### config.mk
export PLATFORM = sky130hd
export DESIGN_NAME = key_event_conditioner
export DESIGN_NICKNAME = d
export VERILOG_FILES = /design/src/rtl/key_event_conditioner.sv
export SDC_FILE = /design/constraint.sdc
export NUM_CORES = 1
export LEC_CHECK = 0
export CORE_MARGIN = 4
export CORE_UTILIZATION = 55
export DETAILED_ROUTE_END_ITERATION = 8
export GPL_ROUTABILITY_DRIVEN = 0
export HOLD_SLACK_MARGIN = 0.15
export PLACE_DENSITY = 0.75
export SKIP_LAST_GASP = 1
export SLEW_MARGIN = 0
export SYNTH_ARGS = -nofsm -noshare
export SYNTH_HDL_FRONTEND = slang
export SYNTH_SLANG_ARGS = --single-unit
### constraint.sdc
create_clock -name clk -period 5.1 [get_ports clk]
set_input_delay 1.02 -clock clk [delete_from_list [all_inputs] [get_ports clk]]
set_output_delay 1.02 -clock clk [all_outputs]
set_load 0.01 [all_outputs]
### src/rtl/key_event_conditioner.sv
// key_event_conditioner
// Synchronises and debounces the DE10-Nano push-buttons and slide switches,
// produces clean levels plus one-cycle key press pulses, and logs every
// debounced change into an event FIFO that the HPS drains over Avalon-MM.
// Optional build macro: KEY_AUTOREPEAT_EN adds per-key auto-repeat pulses on
// key_press while a key is held (REPEAT_DELAY, then every REPEAT_PERIOD).
module key_event_conditioner #(
    parameter int DEBOUNCE_CYCLES = 1000000,
    parameter int FIFO_DEPTH      = 8,
    parameter int REPEAT_DELAY    = 25000000,
    parameter int REPEAT_PERIOD   = 5000000
) (
    input  logic        clk,
    input  logic        reset,
    input  logic [1:0]  key_n,
    input  logic [3:0]  switch_raw,
    output logic [1:0]  key_level,
    output logic [1:0]  key_press,
    output logic [3:0]  switch_clean,
    input  logic [1:0]  address,
    input  logic        read,
    output logic [31:0] readdata,
    input  logic        write,
    input  logic [31:0] writedata,
    output logic        irq
);

    localparam int N_IN  = 6;
    localparam int DB_W  = $clog2(DEBOUNCE_CYCLES);
    localparam int PTR_W = $clog2(FIFO_DEPTH);
    localparam int CNT_W = PTR_W + 1;

    localparam logic [DB_W-1:0]  DB_LAST    = DB_W'(DEBOUNCE_CYCLES - 1);
    localparam logic [CNT_W-1:0] FIFO_FULLC = CNT_W'(FIFO_DEPTH);

    // Inputs viewed as one vector: keys (made active-high) low, switches high.
    logic [N_IN-1:0] raw_vec;
    assign raw_vec = {switch_raw, ~key_n};

    logic [N_IN-1:0] sync1_reg;
    logic [N_IN-1:0] sync2_reg;

    // Two-flop synchroniser for every asynchronous input.
    always_ff @(posedge clk) begin
        if (reset) begin
            sync1_reg <= '0;
            sync2_reg <= '0;
        end else begin
            sync1_reg <= raw_vec;
            sync2_reg <= sync1_reg;
        end
    end

    logic [N_IN-1:0] stable_reg;
    logic [N_IN-1:0] stable_next;
    logic [N_IN-1:0] change_mask;

    genvar gi;
    generate
        for (gi = 0; gi < N_IN; gi++) begin : g_debounce
            logic [DB_W-1:0] db_cnt_reg;
            logic            mismatch;

            assign mismatch        = sync2_reg[gi] != stable_reg[gi];
            assign stable_next[gi] = (mismatch && db_cnt_reg == DB_LAST) ? sync2_reg[gi]
                                                                         : stable_reg[gi];

            // Count consecutive mismatch cycles; any agreement restarts the count.
            always_ff @(posedge clk) begin
                if (reset) begin
                    db_cnt_reg <= '0;
                end else if (!mismatch || db_cnt_reg == DB_LAST) begin
                    db_cnt_reg <= '0;
                end else begin
                    db_cnt_reg <= db_cnt_reg + 1'b1;
                end
            end
        end
    endgenerate

    assign change_mask = stable_next ^ stable_reg;

    // Accepted (debounced) input levels.
    always_ff @(posedge clk) begin
        if (reset) begin
            stable_reg <= '0;
        end else begin
            stable_reg <= stable_next;
        end
    end

    assign key_level    = stable_reg[1:0];
    assign switch_clean = stable_reg[5:2];

    logic [1:0] repeat_fire;

`ifdef KEY_AUTOREPEAT_EN
    localparam int RPT_MAX = (REPEAT_DELAY > REPEAT_PERIOD) ? REPEAT_DELAY : REPEAT_PERIOD;
    localparam int RPT_W   = $clog2(RPT_MAX + 1);

    generate
        for (gi = 0; gi < 2; gi++) begin : g_repeat
            logic [RPT_W-1:0] rpt_cnt_reg;
            logic             rpt_phase_reg;
            logic [RPT_W-1:0] rpt_target;

            // First repeat waits REPEAT_DELAY after the press, later ones REPEAT_PERIOD.
            assign rpt_target      = rpt_phase_reg ? RPT_W'(REPEAT_PERIOD - 1)
                                                   : RPT_W'(REPEAT_DELAY - 1);
            assign repeat_fire[gi] = stable_reg[gi] && (rpt_cnt_reg == rpt_target);

            // Hold-time counter; released keys restart from the first-delay phase.
            always_ff @(posedge clk) begin
                if (reset || !stable_reg[gi]) begin
                    rpt_cnt_reg   <= '0;
                    rpt_phase_reg <= 1'b0;
                end else if (repeat_fire[gi]) begin
                    rpt_cnt_reg   <= '0;
                    rpt_phase_reg <= 1'b1;
                end else begin
                    rpt_cnt_reg   <= rpt_cnt_reg + 1'b1;
                end
            end
        end
    endgenerate
`else
    logic [1:0] unused_repeat_cfg;
    assign unused_repeat_cfg = {REPEAT_DELAY[0], REPEAT_PERIOD[0]};
    assign repeat_fire       = '0;
`endif

    logic [1:0] key_prev_reg;
    logic [1:0] key_press_reg;

    // One-cycle pulse the cycle after a key level rises (plus any repeats).
    always_ff @(posedge clk) begin
        if (reset) begin
            key_prev_reg  <= '0;
            key_press_reg <= '0;
        end else begin
            key_prev_reg  <= stable_reg[1:0];
            key_press_reg <= (stable_reg[1:0] & ~key_prev_reg) | repeat_fire;
        end
    end

    assign key_press = key_press_reg;

    // Event FIFO: pointers carry one extra wrap bit so full and empty differ.
    logic [31:0]      fifo_mem [FIFO_DEPTH];
    logic [CNT_W-1:0] wr_ptr_reg;
    logic [CNT_W-1:0] rd_ptr_reg;
    logic [CNT_W-1:0] fifo_count;
    logic [7:0]       seq_reg;
    logic             overflow_reg;
    logic             irq_en_reg;
    logic             irq_reg;
    logic             fifo_empty;
    logic             fifo_full;
    logic             push;
    logic             pop;
    logic             push_ok;
    logic             drop;
    logic [31:0]      event_word;
    logic [31:0]      status_word;

    assign fifo_count = wr_ptr_reg - rd_ptr_reg;
    assign fifo_empty = fifo_count == '0;
    assign fifo_full  = fifo_count == FIFO_FULLC;
    assign push       = |change_mask;
    assign pop        = read && (address == 2'd0) && !fifo_empty;
    assign push_ok    = push && (!fifo_full || pop);
    assign drop       = push && fifo_full && !pop;
    assign event_word = {1'b1, 7'd0, seq_reg, 4'd0, change_mask, stable_next};
    assign status_word = {21'd0, overflow_reg, fifo_full, fifo_empty, 1'b0, 7'(fifo_count)};

    // Event storage; a simultaneous pop of the same slot reads the old word.
    always_ff @(posedge clk) begin
        if (push_ok) begin
            fifo_mem[wr_ptr_reg[PTR_W-1:0]] <= event_word;
        end
    end

    // FIFO pointers, sequence number, overflow flag, irq enable and irq.
    always_ff @(posedge clk) begin
        if (reset) begin
            wr_ptr_reg   <= '0;
            rd_ptr_reg   <= '0;
            seq_reg      <= '0;
            overflow_reg <= 1'b0;
            irq_en_reg   <= 1'b0;
            irq_reg      <= 1'b0;
        end else begin
            if (push_ok) begin
                wr_ptr_reg <= wr_ptr_reg + 1'b1;
            end
            if (pop) begin
                rd_ptr_reg <= rd_ptr_reg + 1'b1;
            end
            if (push) begin
                seq_reg <= seq_reg + 1'b1;
            end
            if (drop) begin
                overflow_reg <= 1'b1;
            end else if (write && address == 2'd1 && writedata[10]) begin
                overflow_reg <= 1'b0;
            end
            if (write && address == 2'd2) begin
                irq_en_reg <= writedata[0];
            end
            irq_reg <= irq_en_reg && !fifo_empty;
        end
    end

    // Registered read data, held until the next read.
    always_ff @(posedge clk) begin
        if (reset) begin
            readdata <= '0;
        end else if (read) begin
            case (address)
                2'd0:    readdata <= fifo_empty ? 32'd0 : fifo_mem[rd_ptr_reg[PTR_W-1:0]];
                2'd1:    readdata <= status_word;
                2'd2:    readdata <= {31'd0, irq_en_reg};
                default: readdata <= {26'd0, stable_reg};
            endcase
        end
    end

    assign irq = irq_reg;

    logic unused_wdata;
    assign unused_wdata = ^{writedata[31:11], writedata[9:1]};

endmodule

==> results_dict.tcl <==
set metrics [dict create \
    status "completed" \
    wl_mm 27.6 \
    slew-limit-headroom_pct 25.1 \
    hold_class "reg2reg" \
    worst_r2r_path_depth 8 \
    arrival_ps 4060 \
    total_power_w 0.00546 \
    post_route_cells_drive_above_1_share_pct 12.6 \
    path_class "reg2reg" \
    layout.area.seq_um2 8510 \
    setup_tns_ps 0 \
    pwr-share-seq_pct 52.8 \
    critical_path.max_stage_delay_ps 880 \
    synthXorXnorAreaFrac_pct 6.75 \
    die_w_um 168 \
    area_growth_pct 13.8 \
    slowest_stage "nor4_2" \
    slew_violations 0 \
    io_pins 85 \
    via_per_inst 5.71 \
    clk_latency_ps 500 \
    largest_register_ffs 160 \
    drcViolationCount 0 \
    cp-start-kind "register" \
    first_pass_iters 5 \
    seq_area_frac_synth_pct 60.2 \
    rsz0062_at_grt "no" \
    switching_share_pct 19.5 \
    required_ps 5290 \
    synth_edf_count 160 \
    muxShareOfSynthArea_pct 9.10 \
    crit_chain "or4b_1, or4_4, nor4_2, buf_4, nor3_1, a21o_1, nor4_2, buf_4" \
    hold_depth 1 \
    dp_hpwl_mm 17.4 \
    vdd_drop_max_mv 0.277 \
    antenna_found_initial 0 \
    core_area_um2 25300 \
    final_util_pct 63.7 \
    htreeDepth 2 \
    maxCapViolations 0 \
    tritoncts "done" \
    portBuffers 43 \
    fin_skew_ps 12.8 \
    period_needed_ps 3870 \
    clockRootBuffer "clkbuf_16" \
    syn-cell-area_um2 14100 \
    power_switching_w 0.00106 \
    powerDensity_nw_per_um2 339 \
    die_y_um 168 \
    cts-resized-gates 0 \
    rows 58 \
    p_comb_share_pct 1.4 \
    period_share_pct 75.9 \
    clkTransAtPathRegs_ps 60 \
    grt_max_degree 39 \
    critPathCaptureType "register" \
    cp_max_fo 12 \
    synth-compound-area-share_pct 3.52 \
    ys_async_sr_fraction_pct 0 \
    yosysUniqueCellTypes 63 \
    setup_violations 0 \
    first_global_vias 8778 \
    grt_pass1_wl_mm 45.5 \
    synth_simple_gate_area_share_pct 16.9 \
    synth_flop_cell "dfxtp_1" \
    clkPwrFrac_pct 45.8 \
    synthAdderAreaFrac_pct 1.20 \
    postCtsHoldBufs 0 \
    num_vias 8948 \
    multi_input_area_um2 5390 \
    syn_avg_cell_area_um2 12.2 \
    post_cts_buffers 0 \
    yosys_warnings 0 \
    drtIter0Drc 710 \
    final_hold_viol_count 0 \
    cts_made_buffers 35 \
    internal_power_w 0.00440 \
    clkSinkCount 345 \
    max_freq_mhz 258 \
    syn_inst 1158 \
    synth_top_family_by_area "simple AND/OR/NAND/NOR gates" \
    synth.ff_latch_count 345 \
    track_usage_pct 19.8 \
    wl_per_cell_um 17.6 \
    layout.nets 1269 \
    n_antenna_cell 0 \
    dieArea_um2 28300 \
    initial_utilization_pct 56.0 \
    leakagePower_nw 5.43 \
    fillers 1921 \
    tightestPinTransition_ps 1110 \
    detail-route-antenna-nets 0 \
    gr-total-overflow 0 \
    clock_path_buffers 3 \
]
layout make-up:
cell class / count / area share, %
multi-input cells: 748 / 33.5
clock buffers: 50 / 6.32
flip-flops and latches: 345 / 52.9
inverters: 20 / 0.467
clock inverters: 12 / 0.731
well taps: 330 / 2.57
repair buffers: 62 / 3.53
path summary, 6_finish.rpt:
check             slack [ps]                               startpoint                         to
hold reg to reg          390               key_prev_reg[1]$_SDFF_PP0_    key_press[1]$_SDFF_PP0_
setup reg to reg        1230  g_debounce[4].db_cnt_reg[11]$_SDFF_PP0_  fifo_mem[5][17]$_DFFE_PP_
hold / removal           390               key_prev_reg[1]$_SDFF_PP0_    key_press[1]$_SDFF_PP0_
setup / recovery        1230  g_debounce[4].db_cnt_reg[11]$_SDFF_PP0_  fifo_mem[5][17]$_DFFE_PP_
cell usage in the layout (no fill, tap or decap), drive strengths merged, types with 6 or more instances in the layout:
cell type / instances
inv: 20
a21oi: 27
edfxtp: 160
clkinv: 6
conb: 11
nand4: 26
nand2: 70
mux4: 40
buf: 20
or3: 16
clkdlybuf4s50: 42
xnor2: 43
clkbuf: 50
dfxtp: 185
ha: 12
and4: 18
nand3: 62
and2: 15
o21ai: 14
nor3: 9
xor2: 66
nor2: 166
mux2i: 6
mux2: 29
nor4: 17
and3: 18
nor2b: 22
kinds of logic (layout without fill, tap and decap cells):
group | after synthesis | in the layout
XOR/XNOR | 109 | 109
other | 1 | 11
buffers and inverters | 75 | 144
flip-flops | 345 | 345
AND/OR/NAND/NOR | 469 | 469
multiplexers | 75 | 75
adder cells (fa/ha/maj) | 13 | 13
AO/OA/AOI/OAI | 71 | 71
routing by layer:
metal	track usage (%)	vias to the layer above	wire, µm	part of all wire (%)
met2	32.1	243	13000	47
met5	0	-	0	0
met1	27.6	4379	12500	45
met3	3.15	58	1440	5.2
li1	-	4268	-	-
met4	6.28	0	739	2.7
power groups by stage:
stage / clock, W / combinational (W) / sequential [W]
after floorplan: 0 / 0.0000470 / 0.00294
after global placement: 0 / 0.0000734 / 0.00294
after detailed placement: 0 / 0.0000739 / 0.00294
after CTS: 0.00254 / 0.0000747 / 0.00288
after global routing: 0.00267 / 0.0000810 / 0.00288
final: 0.00250 / 0.0000751 / 0.00288
synth_stat cells (all sizes together) (22+ instances only):
master,number,area (µm²)
a21oi,27,135
clkbuf,36,135
dfxtp,185,3700
edfxtp,160,4800
mux2,29,327
mux4,40,901
nand2,70,263
nand3,62,310
nand4,26,163
nor2,166,626
nor2b,22,138
xnor2,43,377
xor2,66,578
worst max-delay path, delay by kind of cell (launching register included):
kind	cells	cell delay, ps
flip-flops	1	350
AND/OR/NAND/NOR	5	2310
buffers and inverters	2	590
AO/OA/AOI/OAI	1	310
stage by stage:
step	instances	hold WS, ps	cell area [µm²]	worst slack [ps]
floorplan	1168	367	14200	490
global placement	1505	375	15000	990
detailed placement	1505	392	15000	953
CTS	1567	399	16100	1170
global route	1567	418	16100	983
finish	1567	391	16100	1230
No activity file was read; power rests on OpenSTA's default activity.
